### src/rtl/ir_cmp_arbiter.sv
// Round-robin arbiter sharing one N-bit comparator among R requesters.
// Single transaction in flight: IDLE (grant) -> EXEC (compare) -> RESP (hold until taken).
module ir_cmp_arbiter #(
   parameter int unsigned N  = 8,
   parameter int unsigned R  = 4,
   parameter int unsigned IW = (R > 2) ? $clog2(R) : 1
) (
   input  logic           CLK,
   input  logic           RESETN,
   input  logic [R-1:0]   REQ_VALID,
   output logic [R-1:0]   REQ_READY,
   input  logic [4*R-1:0] REQ_OP,
   input  logic [N*R-1:0] REQ_A,
   input  logic [N*R-1:0] REQ_B,
   output logic           RSP_VALID,
   input  logic           RSP_READY,
   output logic [IW-1:0]  RSP_ID,
   output logic           RSP_C,
   output logic           RSP_ERR
);

   typedef enum logic [1:0] {StIdle, StExec, StResp} state_e;

   state_e        state_q, state_d;
   logic [IW-1:0] ptr_q, ptr_d;
   logic [3:0]    op_q, op_d;
   logic [N-1:0]  a_q, a_d;
   logic [N-1:0]  b_q, b_d;
   logic [IW-1:0] id_q, id_d;
   logic          rsp_c_q, rsp_c_d;
   logic          rsp_err_q, rsp_err_d;
   logic [IW-1:0] rsp_id_q, rsp_id_d;

   logic [3:0]    op_arr [R];
   logic [N-1:0]  a_arr  [R];
   logic [N-1:0]  b_arr  [R];

   for (genvar g = 0; g < R; g++) begin : g_unpack
      assign op_arr[g] = REQ_OP[4*g +: 4];
      assign a_arr[g]  = REQ_A[N*g +: N];
      assign b_arr[g]  = REQ_B[N*g +: N];
   end

   // Rotating priority search starting at ptr_q, wrapping at R-1.
   logic          grant_vld;
   logic [IW-1:0] grant_idx;
   logic [R-1:0]  grant_oh;
   logic [IW:0]   srch;

   always_comb begin
      grant_vld = 1'b0;
      grant_idx = '0;
      grant_oh  = '0;
      srch      = '0;
      for (int k = 0; k < R; k++) begin
         srch = {1'b0, ptr_q} + (IW+1)'(k);
         if (srch >= (IW+1)'(R)) begin
            srch = srch - (IW+1)'(R);
         end
         if (!grant_vld && REQ_VALID[srch[IW-1:0]]) begin
            grant_vld = 1'b1;
            grant_idx = srch[IW-1:0];
         end
      end
      if (grant_vld) begin
         grant_oh[grant_idx] = 1'b1;
      end
   end

   logic signed [N-1:0] a_s, b_s;
   logic                cmp_c, cmp_err;

   assign a_s = a_q;
   assign b_s = b_q;

   always_comb begin
      cmp_c   = 1'b0;
      cmp_err = 1'b0;
      case (op_q)
         4'd0:    cmp_c = (a_q >  b_q);
         4'd1:    cmp_c = (a_q >= b_q);
         4'd2:    cmp_c = (a_q <  b_q);
         4'd3:    cmp_c = (a_q <= b_q);
         4'd4:    cmp_c = (a_s >  b_s);
         4'd5:    cmp_c = (a_s >= b_s);
         4'd6:    cmp_c = (a_s <  b_s);
         4'd7:    cmp_c = (a_s <= b_s);
         4'd8:    cmp_c = (a_q == b_q);
         4'd9:    cmp_c = (a_q != b_q);
         default: cmp_err = 1'b1;
      endcase
   end

   always_comb begin
      state_d   = state_q;
      ptr_d     = ptr_q;
      op_d      = op_q;
      a_d       = a_q;
      b_d       = b_q;
      id_d      = id_q;
      rsp_c_d   = rsp_c_q;
      rsp_err_d = rsp_err_q;
      rsp_id_d  = rsp_id_q;
      REQ_READY = '0;
      RSP_VALID = 1'b0;
      case (state_q)
         StIdle: begin
            REQ_READY = grant_oh;
            if (grant_vld) begin
               op_d    = op_arr[grant_idx];
               a_d     = a_arr[grant_idx];
               b_d     = b_arr[grant_idx];
               id_d    = grant_idx;
               ptr_d   = (grant_idx == IW'(R-1)) ? '0 : grant_idx + 1'b1;
               state_d = StExec;
            end
         end
         StExec: begin
            rsp_c_d   = cmp_c;
            rsp_err_d = cmp_err;
            rsp_id_d  = id_q;
            state_d   = StResp;
         end
         StResp: begin
            RSP_VALID = 1'b1;
            if (RSP_READY) begin
               state_d = StIdle;
            end
         end
         default: state_d = StIdle;
      endcase
      // Grant is combinational, so it must be masked while reset is held.
      if (!RESETN) begin
         REQ_READY = '0;
      end
   end

   always_ff @(posedge CLK or negedge RESETN) begin
      if (!RESETN) begin
         state_q   <= StIdle;
         ptr_q     <= '0;
         op_q      <= '0;
         a_q       <= '0;
         b_q       <= '0;
         id_q      <= '0;
         rsp_c_q   <= 1'b0;
         rsp_err_q <= 1'b0;
         rsp_id_q  <= '0;
      end else begin
         state_q   <= state_d;
         ptr_q     <= ptr_d;
         op_q      <= op_d;
         a_q       <= a_d;
         b_q       <= b_d;
         id_q      <= id_d;
         rsp_c_q   <= rsp_c_d;
         rsp_err_q <= rsp_err_d;
         rsp_id_q  <= rsp_id_d;
      end
   end

   assign RSP_C   = rsp_c_q;
   assign RSP_ERR = rsp_err_q;
   assign RSP_ID  = rsp_id_q;

endmodule

### config.mk
export PLATFORM = sky130hd
export DESIGN_NAME = ir_cmp_arbiter
export DESIGN_NICKNAME = d
export VERILOG_FILES = /design/src/rtl/ir_cmp_arbiter.sv
export SDC_FILE = /design/constraint.sdc
export NUM_CORES = 1
export LEC_CHECK = 0
export BUFFER_PORTS_ARGS = -buffer_cell sky130_fd_sc_hd__buf_2
export CAP_MARGIN = 20
export CORE_MARGIN = 4
export CORE_UTILIZATION = 35
export DETAILED_ROUTE_END_ITERATION = 10
export GPL_TIMING_DRIVEN = 0
export REMOVE_ABC_BUFFERS = 1
export SLEW_MARGIN = 20
export SYNTH_ARGS = -nofsm -noshare
export SYNTH_HDL_FRONTEND = slang
export SYNTH_SLANG_ARGS = --single-unit
export TNS_END_PERCENT = 5
### constraint.sdc
create_clock -name CLK -period 3.7 [get_ports CLK]
set_input_delay 1.11 -clock CLK [delete_from_list [all_inputs] [get_ports CLK]]
set_output_delay 1.11 -clock CLK [all_outputs]
set_load 0.02 [all_outputs]
==> results <==
- The category of the worst setup path launch point is a primary input.
- In this run, placement finished with an instance count of 373.
- The cell that appears most often on the critical path is buf_2.
- For this run, the total global-route usage over all layers was measured as 0.138.
- The count of standard-cell rows is 28.
- For this run, the leading register cell type out of synthesis is dfrtp_1.
- The total routed wirelength is 5.06 mm.
- For this run, the number of standard cells in the final layout without fillers is around 390.
- The number of endpoints failing setup at the final stage is 0.
- The die outline height is 86.1 um.
- In this run the number of H-tree levels came out at 2.
- The netlist area before placement is about 0.0021 mm2.
- The chip width is 86.1 um.
- The accumulated negative setup slack is 0 ns.
- The number of enable-type register cells in the synthesized netlist is 0.
- The design draws 2220 uW.
- The fraction of final layout cells with drive strength greater than 1 is 0.397.
- The average size of a mapped cell is 9.97 um2.
- The library cell used as clock root buffer is clkbuf_8.
- Once detail routing completed, the nets flagged for antenna violations numbered 0.
- The cell type with the highest aggregate area in the netlist is dfrtp_1.
- During synthesis, Yosys emitted a total of 0 warnings.
- The first-pass GRT wire length is a little over 8 mm.
- The final critical-path share of the clock period is 0.965.
- Input and output buffers added on the ports amount to 95.
- The post-synthesis cell type count is 37.
- Clock-pin slew was measured on the worst setup and hold paths at 0.06 ns.
- The first detailed-routing pass ran for 4 iterations.
- At the pin with the least slew margin, the transition time is between 0.7 and 0.8 ns.
- Across all layers, the routed design uses 1894 vias.
- The setup path with the least slack is of type in -> out.
- The cell depth of the worst flop-to-flop path is 7.
- The register-to-register path setup slack is 1.35 ns.
- The critical path goes through buf_2, mux2i_1, nor2_1, or3_1, inv_1, ha_1, and3_1, buf_2.
- The minimum clock period is 3.57 ns.
- The die covers 0.00741 mm2.
- The post-route cell area is 0.00286 mm2.
- At the end of the flow the core is filled with cells to 0.484.
- By count the netlist is led by 43 x mux2i_1, 30 x dfrtp_1, 15 x inv_1, 14 x o21ai_0.
- In this run the critical register-to-register path is launched from ptr_q[1].
- Entering global routing, the biggest net connects 35 pins.
- The routed length per instance is roughly 13 um.
- The number of failing hold endpoints at the final stage is 0.
- The worst slew margin relative to its limit is 0.489.
- The number of register bits inferred by synthesis is 30.
- The clock latency of the later-clocked register in the worst-skew pair is 0.28 ns.
- Based on the critical path, the design can be clocked at up to 280 MHz.
- The initial core utilization is 0.360.
- For this design, the sink count on the clock tree is 30.
- The setup clock skew after layout is 0.0113 ns.
- The I/O pin count is 96.
- The data arrival time of the critical path is 2.46 ns.
- STA classifies the critical path endpoint as an output pin.
- Along the worst path, the maximum fanout reaches 5.
- The worst-path cell with the longest stage delay is or3_1.
- The biggest cell delay along the critical path is between 0.4 and 0.5 ns.
- After legalization and detailed placement, the total HPWL measured 3.87 mm.
- The final net count is approximately 400.
- Setup repair after global routing left no endpoint under its margin.
- The total congestion overflow after global routing is 0.
- Across the run, the number of max-cap violations was 0.
- Tracing the worst setup path back leads to its startpoint at REQ_VALID[0].
- The initial DRC count is 23.
- The number of global-route vias before repair was ~1900.
- Dividing the detail-routed via count by the number of cells gives 4.89.
- The largest voltage drop on the vdd net is 0.000425 V.
- In this run the deepest clock path goes through 2 buffers.
- The layout has a little under 600 filler cells.
- The static leakage is 0.00157 uW.
- The area share of the leading cell type in the synthesized netlist is 0.352.
- The run finished with clean final reports.
- The area of the placeable core is 0.00592 mm2.
- The worst register-to-register path ends at b_q[5].
- In the synthesized netlist, the number of instances is 214.
- The antenna cell count is 0.
- TritonCTS built the clock tree.
- The worst setup path endpoint is REQ_READY[3].
- The number of buffers added to fix hold violations after cts is 0.
- By area the synthesized netlist is led by dfrtp_1 35%, mux2i_1 20%, ha_1 7.0%, a21o_1 3.9%, o22a_1 3.7%.
- The area growth from synthesis to layout is 34.3%.
- The share of flip-flops with an asynchronous set or reset after synthesis is 1.00.
- The worst hold path belongs to the class reg -> reg.
- Clock tree synthesis inserted a total of 5 buffers.
- The sequential fraction of the synthesis area is 0.352.
- The initial antenna violation count is 0.
- The final estimated routing congestion in global placement is 0.739.
- The final number of max-transition violations is 0.
- The total DRC errors in the routed layout is 0.
- Dividing total power by cell area gives a power density of 776 mW/mm2.
- Data on the critical path is required at its endpoint by ~2.6 ns.
- Among all cell types in the netlist, the one instantiated most often is mux2i_1.
- In this run the cell area measured after placement is 0.00272 mm2.
-- metal layers --
metal	part of all wire	vias to the layer above	track usage
met1	0.44	857	0.168
li1	-	981	-
met5	0	-	0
met4	0.0091	0	0.0388
met3	0.059	6	0.0250
met2	0.49	50	0.247
-- cell families (layout without fill, tap and decap cells) --
| group | after synthesis | in the layout | synth area share |
|---|---|---|---|
| compound gates | 62 | 62 | 0.206 |
| mux | 45 | 45 | 0.212 |
| simple gates | 37 | 37 | 0.106 |
| flops | 30 | 30 | 0.352 |
| buf+inv | 28 | 126 | 0.0528 |
| fa+ha+maj | 12 | 12 | 0.0704 |
-- worst min-delay path by stage --
| stage | from | cells past startpoint | end |
|---|---|---|---|
| after detailed placement | id_q[0] | 2 | id_q[0] |
| after global routing | b_q[0] | 1 | b_q[0] |
| after floorplan | id_q[0] | 2 | id_q[0] |
| after CTS | id_q[0] | 2 | id_q[0] |
| final | RSP_ERR | 2 | RSP_ERR |
| after global placement | id_q[1] | 2 | id_q[1] |
-- per-stage QoR --
stage	setup WS (ns)	hold WS, ns
5_1_grt	0.0197	0.512
3_3_place_gp	-3.43	0.459
2_1_floorplan	-2.38	0.443
3_5_place_dp	-0.466	0.467
4_1_cts	0.00328	0.482
6_report	0.131	0.474
-- layout by cell type (no fill, tap or decap), drive strengths merged, types with 4 or more instances in the layout --
cell | netlist | final
dfrtp | 30 | 30
a21o | 11 | 11
a21oi | 6 | 6
o22ai | 13 | 13
nand2b | 5 | 5
o21ai | 14 | 14
o22a | 9 | 9
buf | 7 | 103
clkbuf | 6 | 6
and3 | 4 | 4
nand2 | 11 | 11
mux2i | 43 | 43
ha | 12 | 12
inv | 15 | 14
-- flip-flops by register name (all words and copies together) (netlist names) --
signal,flops
a_q,8
op_q,4
RSP_ID,2
state_q,2
b_q,8
id_q,2
ptr_q,2
RSP_C,1
RSP_ERR,1
-- worst max-delay path: cells and delay by family --
family | cells | cell delay, ns
AND/OR/NAND/NOR | 3 | 0.62
buffers and inverters | 3 | 0.42
adder cells (fa/ha/maj) | 1 | 0.17
multiplexers | 1 | 0.13
-- timing repair --
item / 4_1_cts / 5_1_grt
buffers inserted: 1 / 5
hold endpoints to repair: 0 / 0
resized for setup: 1 / 1
pin swaps: 1 / 1
endpoints found under the setup margin: 4 / 4
-- power breakdown --
part | total [uW] | internal [uW] | leakage, uW | switching [uW]
Combinational | 1340 | 647 | 0.00116 | 698
Clock | 281 | 149 | 0.0000472 | 131
Sequential | 598 | 493 | 0.000370 | 105
-- layout make-up --
type	count	area, um2	area share
Multi-Input combinational cell	156	1290	0.450
Sequential cell	30	751	0.262
Timing Repair Buffer	103	576	0.201
Tap cell	75	93.8	0.0328
Clock buffer	6	82.6	0.0288
Inverter	15	60.1	0.0210
Clock inverter	2	12.5	0.00437
No activity file was read; power rests on OpenSTA's default activity.
